<file path="config.mk">
export PLATFORM = sky130hd
export DESIGN_NAME = comparator_seq
export DESIGN_NICKNAME = d
export VERILOG_FILES = /design/src/rtl/comparator_seq.sv
export SDC_FILE = /design/constraint.sdc
export NUM_CORES = 1
export LEC_CHECK = 0
export CAP_MARGIN = 10
export CORE_MARGIN = 2
export CORE_UTILIZATION = 50
export CTS_CLUSTER_DIAMETER = 60
export DETAILED_ROUTE_END_ITERATION = 8
export PLACE_DENSITY = 0.85
export SYNTH_ARGS = -nofsm -noshare
export SYNTH_HDL_FRONTEND = slang
export SYNTH_SLANG_ARGS = --single-unit
export TNS_END_PERCENT = 50
</file>
<file path="constraint.sdc">
create_clock -name clk -period 3.3 [get_ports clk]
set_input_delay 0.66 -clock clk [delete_from_list [all_inputs] [get_ports clk]]
set_output_delay 0.66 -clock clk [all_outputs]
set_load 0.1 [all_outputs]
</file>
<file path="src/rtl/comparator_seq.sv">
// Multi-cycle magnitude comparator.
// Compares two N-bit operands W bits per cycle, starting with the most significant
// chunk, and stops at the first chunk that differs. A signed compare is turned into
// an unsigned one by inverting the top bit of both operands when they are captured.
// The result (eq/lt/gt plus the number of chunks examined) is held until the consumer
// takes it.
module comparator_seq #(
    parameter int N = 32,
    parameter int W = 8
) (
    input  logic                        clk,
    input  logic                        rst,
    input  logic                        i_valid,
    output logic                        i_ready,
    input  logic [N-1:0]                a,
    input  logic [N-1:0]                b,
    input  logic                        is_signed,
    output logic                        o_valid,
    input  logic                        o_ready,
    output logic                        eq,
    output logic                        lt,
    output logic                        gt,
    output logic [$clog2(N/W+1)-1:0]    o_chunks
);

    localparam int C  = N / W;
    localparam int CW = $clog2(C + 1);
    // The index is kept at least one bit wide so that W == N still elaborates cleanly.
    localparam int IW = (C > 1) ? $clog2(C) : 1;
    // The chunk table is padded to a power of two so every index value selects a real entry.
    localparam int CP = 1 << IW;
    localparam logic [IW-1:0] LAST_IDX = IW'(C - 1);

    typedef enum logic [1:0] {
        S_IDLE,
        S_COMPARE,
        S_DONE
    } state_t;

    state_t          r_state;
    logic            r_ready;
    logic [N-1:0]    r_a;
    logic [N-1:0]    r_b;
    logic [IW-1:0]   r_idx;
    logic [CW-1:0]   r_cnt;

    logic [N-1:0]    w_sign_flip;
    logic [W-1:0]    w_a_chunk [CP];
    logic [W-1:0]    w_b_chunk [CP];
    logic [W-1:0]    w_a_sel;
    logic [W-1:0]    w_b_sel;
    logic [CW-1:0]   w_cnt_next;

    // Only the top bit is flipped in signed mode; this maps two's-complement order onto unsigned order.
    always_comb begin
        w_sign_flip        = '0;
        w_sign_flip[N-1]   = is_signed;
    end

    // Slice the captured operands into chunks; padding entries read as zero and are never selected.
    for (genvar gi = 0; gi < CP; gi++) begin : g_chunk
        if (gi < C) begin : g_real
            assign w_a_chunk[gi] = r_a[gi*W +: W];
            assign w_b_chunk[gi] = r_b[gi*W +: W];
        end else begin : g_pad
            assign w_a_chunk[gi] = '0;
            assign w_b_chunk[gi] = '0;
        end
    end

    assign w_a_sel    = w_a_chunk[r_idx];
    assign w_b_sel    = w_b_chunk[r_idx];
    assign w_cnt_next = r_cnt + 1'b1;
    assign i_ready    = r_ready;

    // Control FSM: capture in IDLE, one chunk per cycle in COMPARE, hold the result in DONE.
    always_ff @(posedge clk) begin
        if (rst) begin
            r_state  <= S_IDLE;
            r_ready  <= 1'b1;
            r_a      <= '0;
            r_b      <= '0;
            r_idx    <= LAST_IDX;
            r_cnt    <= '0;
            o_valid  <= 1'b0;
            eq       <= 1'b0;
            lt       <= 1'b0;
            gt       <= 1'b0;
            o_chunks <= '0;
        end else begin
            case (r_state)
                S_IDLE: begin
                    if (i_valid && r_ready) begin
                        r_a     <= a ^ w_sign_flip;
                        r_b     <= b ^ w_sign_flip;
                        r_idx   <= LAST_IDX;
                        r_cnt   <= '0;
                        r_ready <= 1'b0;
                        r_state <= S_COMPARE;
                    end
                end
                S_COMPARE: begin
                    r_cnt <= w_cnt_next;
                    if (w_a_sel != w_b_sel) begin
                        // First differing chunk decides the ordering.
                        lt       <= (w_a_sel < w_b_sel);
                        gt       <= !(w_a_sel < w_b_sel);
                        eq       <= 1'b0;
                        o_chunks <= w_cnt_next;
                        o_valid  <= 1'b1;
                        r_state  <= S_DONE;
                    end else if (r_idx == '0) begin
                        // Every chunk matched.
                        eq       <= 1'b1;
                        lt       <= 1'b0;
                        gt       <= 1'b0;
                        o_chunks <= w_cnt_next;
                        o_valid  <= 1'b1;
                        r_state  <= S_DONE;
                    end else begin
                        r_idx <= r_idx - 1'b1;
                    end
                end
                S_DONE: begin
                    if (o_ready) begin
                        o_valid  <= 1'b0;
                        eq       <= 1'b0;
                        lt       <= 1'b0;
                        gt       <= 1'b0;
                        o_chunks <= '0;
                        r_ready  <= 1'b1;
                        r_state  <= S_IDLE;
                    end
                end
                default: begin
                    r_ready <= 1'b1;
                    r_state <= S_IDLE;
                end
            endcase
        end
    end

endmodule

</file>
==> results of run 1 <==
==> layer usage <==
layer  share of wire  up-vias
met4           0.018        0
met2            0.52       85
met3           0.053       14
li1                -     1504
met1            0.41     1372
met5               0        -
==> registers in the layout (all words and copies together), names as in the netlist, 2 cells and up <==
| signal | cells |
|---|---|
| r_b | 32 |
| r_state | 2 |
| r_a | 32 |
| r_cnt | 3 |
| r_idx | 2 |
| o_chunks | 3 |
==> synth_stat cells (2+ instances only) <==
| cell | number |
|---|---|
| a211oi_1 | 2 |
| a21o_1 | 2 |
| a21oi_1 | 71 |
| a31oi_1 | 4 |
| buf_2 | 10 |
| buf_4 | 6 |
| clkbuf_1 | 11 |
| dfxtp_1 | 79 |
| ha_1 | 10 |
| inv_1 | 12 |
| mux4_2 | 16 |
| nand2_1 | 137 |
| nand2b_1 | 4 |
| nand4_1 | 2 |
| nor2_1 | 12 |
| nor3_1 | 4 |
| nor3_2 | 2 |
| nor3b_1 | 2 |
| o21ai_0 | 2 |
| or3_1 | 3 |
| xnor2_1 | 3 |
==> critical path, delay by kind of cell (launching register included) <==
family,cells,cell delay [ns]
DFF,1,0.83
AOI/OAI and AO/OA,2,0.43
muxes,1,0.43
and+or+nand+nor,3,0.33
adders and majority gates,1,0.31
buffers and inverters,1,0.21
==> power by group <==
group,switching [mW],internal [mW],total (mW)
combinational,0.293,0.229,0.522
sequential,0.0499,1.03,1.08
clock,0.363,0.508,0.871
total,0.706,1.77,2.48
==> cell type report <==
class	count	area [µm²]	area share
clock buffer	10	127.6	0.02850
clock inverter	6	115.1	0.02571
inverter	12	45.04	0.01006
multi-input combinational	287	1708	0.3814
sequential	79	1582	0.3532
tap	80	100.1	0.02235
timing repair buffer	83	800.8	0.1788
==> logic make-up (layout without fill, tap and decap cells) <==
| logic type | after synthesis | count (layout) | synth area share |
|---|---|---|---|
| flops | 79 | 79 | 0.4557 |
| fa+ha+maj | 10 | 10 | 0.03605 |
| buf+inv | 40 | 111 | 0.05551 |
| mux | 17 | 17 | 0.1071 |
| simple gates | 170 | 170 | 0.2019 |
| compound gates | 87 | 87 | 0.1363 |
| xor+xnor | 3 | 3 | 0.007572 |
==> per-stage QoR <==
stage | total power, mW | hold slack, ns
2_1_floorplan | 1.460 | 0.4331
6_report | 2.477 | 0.4589
3_3_place_gp | 1.611 | 0.4399
4_1_cts | 2.488 | 0.4586
3_5_place_dp | 1.628 | 0.4483
5_1_grt | 2.588 | 0.4762
==> how the worst max path moves through the flow <==
| stage | slack [ns] | endpoint | cells after the start |
|---|---|---|---|
| 2_1_floorplan | 0.74 | r_idx[1] | 9 |
| 3_3_place_gp | 0.76 | r_idx[0] | 7 |
| 3_5_place_dp | 0.66 | o_chunks[2] | 8 |
| 4_1_cts | 0.64 | o_chunks[2] | 8 |
| 5_1_grt | 0.44 | o_chunks[1] | 8 |
| 6_report | 0.64 | o_chunks[2] | 8 |
==> results.sh, run 1 <==
export IMPL_drt_pass1_iter_count=4
export IMPL_mappedNetlistNets=485
export IMPL_global_route_wire_length_before_repair_mm=12.39
export IMPL_viasPerCell=5.341
export IMPL_worst_r2r_setup_slack_ns=0.64
export IMPL_yosys_cell_types_count=33
export IMPL_number_of_slew_limit_violations_in_the_final_report=0
export IMPL_fmax_mhz=376.5
export IMPL_path_cells="mux4_2 > ha_1 > nand4_1 > o31ai_2 > buf_4 > nor3_1 > a31oi_1 > nor2_1"
export IMPL_timing_slew_headroom=0.4911
export IMPL_crit_reg2reg_launch="r_idx[1]"
export IMPL_critPathCaptureType="flop"
export IMPL_synth_edff_count=0
export IMPL_antenna_cells=0
export IMPL_timing_worst_slew_pin_value_ns=0.7623
export IMPL_globalRouteMet3Util=0.05118
export IMPL_critPathArrivalTime_ns=2.89
export IMPL_setup_viol_count_final=0
export IMPL_flow_area_growth_from_synthesis_pct=29.02
export IMPL_grt_busiest_layer="met2"
export IMPL_placed_cells_incl_taps=541
export IMPL_post_cts_hold_buffer_count=0
export IMPL_final_nets=551
export IMPL_synth_sequential_area_ratio=0.4557
export IMPL_first_global_vias=2893
export IMPL_grt_antenna_before_repair=0
export IMPL_die_area_um2=7624
export IMPL_fraction_of_registers_with_async_set_reset=0
export IMPL_post_route_util=0.6628
export IMPL_chipWidth_um=87.32
export IMPL_worst_ir_drop_vdd_uv=266.7
export IMPL_critPathSlowestCell="dfxtp_1"
export IMPL_worst_hold_path_type="flop to flop"
export IMPL_ctsResizeCount=0
export IMPL_synthesis_area_per_instance_um2=8.549
export IMPL_wire_per_inst_um=13.51
export IMPL_rr_worst_depth=8
export IMPL_syn_area_um2=3471
export IMPL_numClockSinks=79
export IMPL_postSynthRegisterBits=79
export IMPL_setup_tns_ns=0
export IMPL_final_common_cell="nand2_1"
export IMPL_hpwl_after_dpl_mm=5.493
export IMPL_clk_path_buf_depth=2
export IMPL_crit_path_start="r_idx[1]"
export IMPL_start_kind="flop"
export IMPL_stage_delay_of_the_slowest_cell_on_the_critical_path_ns=0.83
export IMPL_worst_slack_setup_final_ns=0.6440
export IMPL_cts_tree="built"
export IMPL_route_vias_total=2975
export IMPL_worstPathRequired_ns=3.53
export IMPL_period_needed_ns=2.656
export IMPL_yosysTopAreaCellShare=0.4557
export IMPL_gpl_final_weighted_congestion=0.7864
export IMPL_grt_setup_unrepaired="no"
export IMPL_maxCapViolCount=0
export IMPL_netlist_instances=406
export IMPL_outcome="completed"
export IMPL_hold_depth=2
export IMPL_hold_viol=0
export IMPL_start_util=0.5137
export IMPL_clkTransAtPathRegs_ns=0.09
export IMPL_grtUsageTotal=0.2080
export IMPL_buffer_ports_inserted=76
export IMPL_drive_gt1_frac=0.1090
export IMPL_post_layout_cell_count=557
export IMPL_worstReg2RegEnd="o_chunks[2]"
export IMPL_critPathMaxFanout=18
export IMPL_static_leakage_power_nw=1.698
export IMPL_cts_buffers=9
export IMPL_final_design_area_no_fill_um2=4478
export IMPL_cts_post_setup_buffers_inserted=0
export IMPL_use_met1=0.2449
export IMPL_layout_cells_most_common_list="nand2_1, dfxtp_1, a21oi_1"
export IMPL_n_fill_cell=526
export IMPL_yosys_warnings=0
export IMPL_ys_dominant_reg_cell="dfxtp_1"
export IMPL_placementRows=30
export IMPL_wirelength_mm=7.524
export IMPL_leading_cell_types_by_total_area_after_synthesis="dfxtp_1, nand2_1, mux4_2, a21oi_1, ha_1"
export IMPL_met2_usage=0.3643
export IMPL_clock_tree_root_cell="clkbuf_8"
export IMPL_detail_route_drc_violations=0
export IMPL_power_per_unit_of_standard_cell_area_nw_per_um2=553.2
export IMPL_grt_max_degree=49
export IMPL_placed_area_um2=4235
export IMPL_final_period_utilization=0.8048
export IMPL_clock_insertion_delay_worst_skew_ns=0.36
export IMPL_h_tree_depth=3
export IMPL_drt_antenna_net_count=0
export IMPL_first_iter_violations=137
export IMPL_worst_setup_path_type="flop to flop"
export IMPL_core_um2=6756
export IMPL_io_pin_count=77
export IMPL_hp_start="o_valid"
export IMPL_min_delay_worst_endpoint="o_valid"
export IMPL_synthDominantAreaCellType="dfxtp_1"
export IMPL_placement_setup_worst_slack_ns=0.6590
export IMPL_leftover_overflow_at_the_end_of_global_routing=0
export IMPL_chipHeight_um=87.32
export IMPL_timing_clock_skew_ns=0.01575
Power figures use the tool's default switching activity.
==> inputs of run 2 (changes only) <==
Clock period 3.3 ns to 2.72 ns, I/O delays scaled along.
==> results.sh, run 2 (synthesis gave the netlist of run 1 again) <==
export IMPL_outcome="completed"
export IMPL_final_nets=552
export IMPL_drive_gt1_frac=0.1130
export IMPL_n_fill_cell=562
export IMPL_period_needed_ns=2.523
export IMPL_grt_antenna_before_repair=0
export IMPL_route_vias_total=3034
export IMPL_grtUsageTotal=0.2135
export IMPL_path_cells="buf_12 > mux4_2 > ha_1 > nand4_1 > or2_1 > nor3_4 > nand2_1 > a21o_1"
export IMPL_number_of_slew_limit_violations_in_the_final_report=0
export IMPL_cpLargestDelayFamily="simple AND/OR/NAND/NOR gates"
export IMPL_post_cts_hold_buffer_count=0
export IMPL_cts_post_setup_buffers_inserted=0
export IMPL_setup_tns_ns=0
export IMPL_worst_setup_path_type="flop to flop"
export IMPL_static_leakage_power_nw=1.685
export IMPL_stage_delay_of_the_slowest_cell_on_the_critical_path_ns=0.52
export IMPL_power_per_unit_of_standard_cell_area_nw_per_um2=618.7
export IMPL_numClockSinks=79
export IMPL_drt_pass1_iter_count=4
export IMPL_start_util=0.5137
export IMPL_final_common_cell="nand2_1"
export IMPL_chipHeight_um=87.32
export IMPL_start_kind="flop"
export IMPL_grt_setup_unrepaired="no"
export IMPL_chipWidth_um=87.32
export IMPL_crit_reg2reg_launch="r_idx[0]"
export IMPL_gpl_final_weighted_congestion=0.7627
export IMPL_flow_area_growth_from_synthesis_pct=28.66
export IMPL_post_layout_cell_count=558
export IMPL_fin_worst_hold_slack_ns=0.4584
export IMPL_buffer_ports_inserted=76
export IMPL_worstPathRequired_ns=2.97
export IMPL_leftover_overflow_at_the_end_of_global_routing=0
export IMPL_first_iter_violations=154
export IMPL_timing_clock_skew_ns=0.01265
export IMPL_detail_route_drc_violations=0
export IMPL_placed_area_um2=4280
export IMPL_worst_slack_setup_final_ns=0.1969
export IMPL_critPathSlowestCell="mux4_2"
export IMPL_clock_tree_root_cell="clkbuf_8"
export IMPL_cts_buffers=9
export IMPL_h_tree_depth=3
export IMPL_maxCapViolCount=0
export IMPL_core_um2=6756
export IMPL_io_pin_count=77
export IMPL_placed_cells_incl_taps=542
export IMPL_setup_viol_count_final=0
export IMPL_post_route_util=0.6609
export IMPL_first_global_vias=2985
export IMPL_final_design_area_no_fill_um2=4466
export IMPL_hpwl_after_dpl_mm=5.850
export IMPL_drt_antenna_net_count=0
export IMPL_worst_hold_path_type="flop to flop"
export IMPL_die_area_um2=7624
export IMPL_fmax_mhz=396.3
export IMPL_viasPerCell=5.437
export IMPL_crit_path_start="r_idx[0]"
export IMPL_clkTransAtPathRegs_ns=0.08
export IMPL_total_power_mw=2.763
export IMPL_critPathMaxFanout=15
export IMPL_layout_cells_most_common_list="nand2_1, dfxtp_1, a21oi_1"
export IMPL_grt_max_degree=69
export IMPL_largest_registers_ranked_by_flip_flop_count="r_a: 32 flops, r_b: 32 flops"
export IMPL_hp_start="r_a[7]"
export IMPL_cts_tree="built"
export IMPL_worst_ir_drop_vdd_uv=347.4
export IMPL_clock_insertion_delay_worst_skew_ns=0.35
export IMPL_timing_worst_slew_pin_value_ns=0.4311
export IMPL_critPathArrivalTime_ns=2.77
export IMPL_hold_viol=0
export IMPL_wire_per_inst_um=14.10
export IMPL_placementRows=30
export IMPL_global_route_wire_length_before_repair_mm=12.66
export IMPL_wirelength_mm=7.870
export IMPL_antenna_cells=0
export IMPL_placement_setup_worst_slack_ns=0.1882
export IMPL_clk_path_buf_depth=2
export IMPL_final_period_utilization=0.9276
export IMPL_cp_buffers_inverters=1
export IMPL_timing_slew_headroom=0.7126
export IMPL_critPathCaptureType="flop"
## run 2: area by class of cell
type / instances / area, µm² / share of cell area
Clock buffer: 9 / 123.9 / 0.02774
Clock inverter: 7 / 55.05 / 0.01233
Inverter: 12 / 45.04 / 0.01009
Multi-Input combinational cell: 287 / 1714 / 0.3839
Sequential cell: 79 / 1582 / 0.3542
Tap cell: 80 / 100.1 / 0.02242
Timing Repair Buffer: 84 / 845.8 / 0.1894
## run 2: worst paths after layout
check / slack [ns] / endpoint / cells past startpoint
max reg2reg: 0.20 / r_idx[0] / 8
min: 0.46 / r_a[7] / 2
max: 0.20 / r_idx[0] / 8
min reg2reg: 0.46 / r_a[7] / 2
## run 2: routing by layer
metal	global-route usage	share of wire	wire, µm
met4	0.1063	0.022	174
met1	0.2296	0.39	3101
met3	0.03791	0.036	283
met5	0	0	0
met2	0.3967	0.55	4310
## run 2: report_power, final
| group | leakage (nW) | switching [mW] | internal (mW) | total (mW) |
|---|---|---|---|---|
| clock network | 0.0862 | 0.458 | 0.339 | 0.796 |
| registers | 0.646 | 0.0628 | 1.25 | 1.32 |
| logic | 0.952 | 0.366 | 0.283 | 0.649 |
## run 2: worst register-to-register path, cell delays in order (launching register included)
cell,delay [ns]
dfxtp_1,0.38
buf_12,0.18
mux4_2,0.52
ha_1,0.31
nand4_1,0.22
or2_1,0.35
nor3_4,0.18
nand2_1,0.11
a21o_1,0.18
## run 2: timing repair
action,CTS,global route
resized for setup,0,1
hold endpoints to repair,0,0
endpoints found under the setup margin,0,1
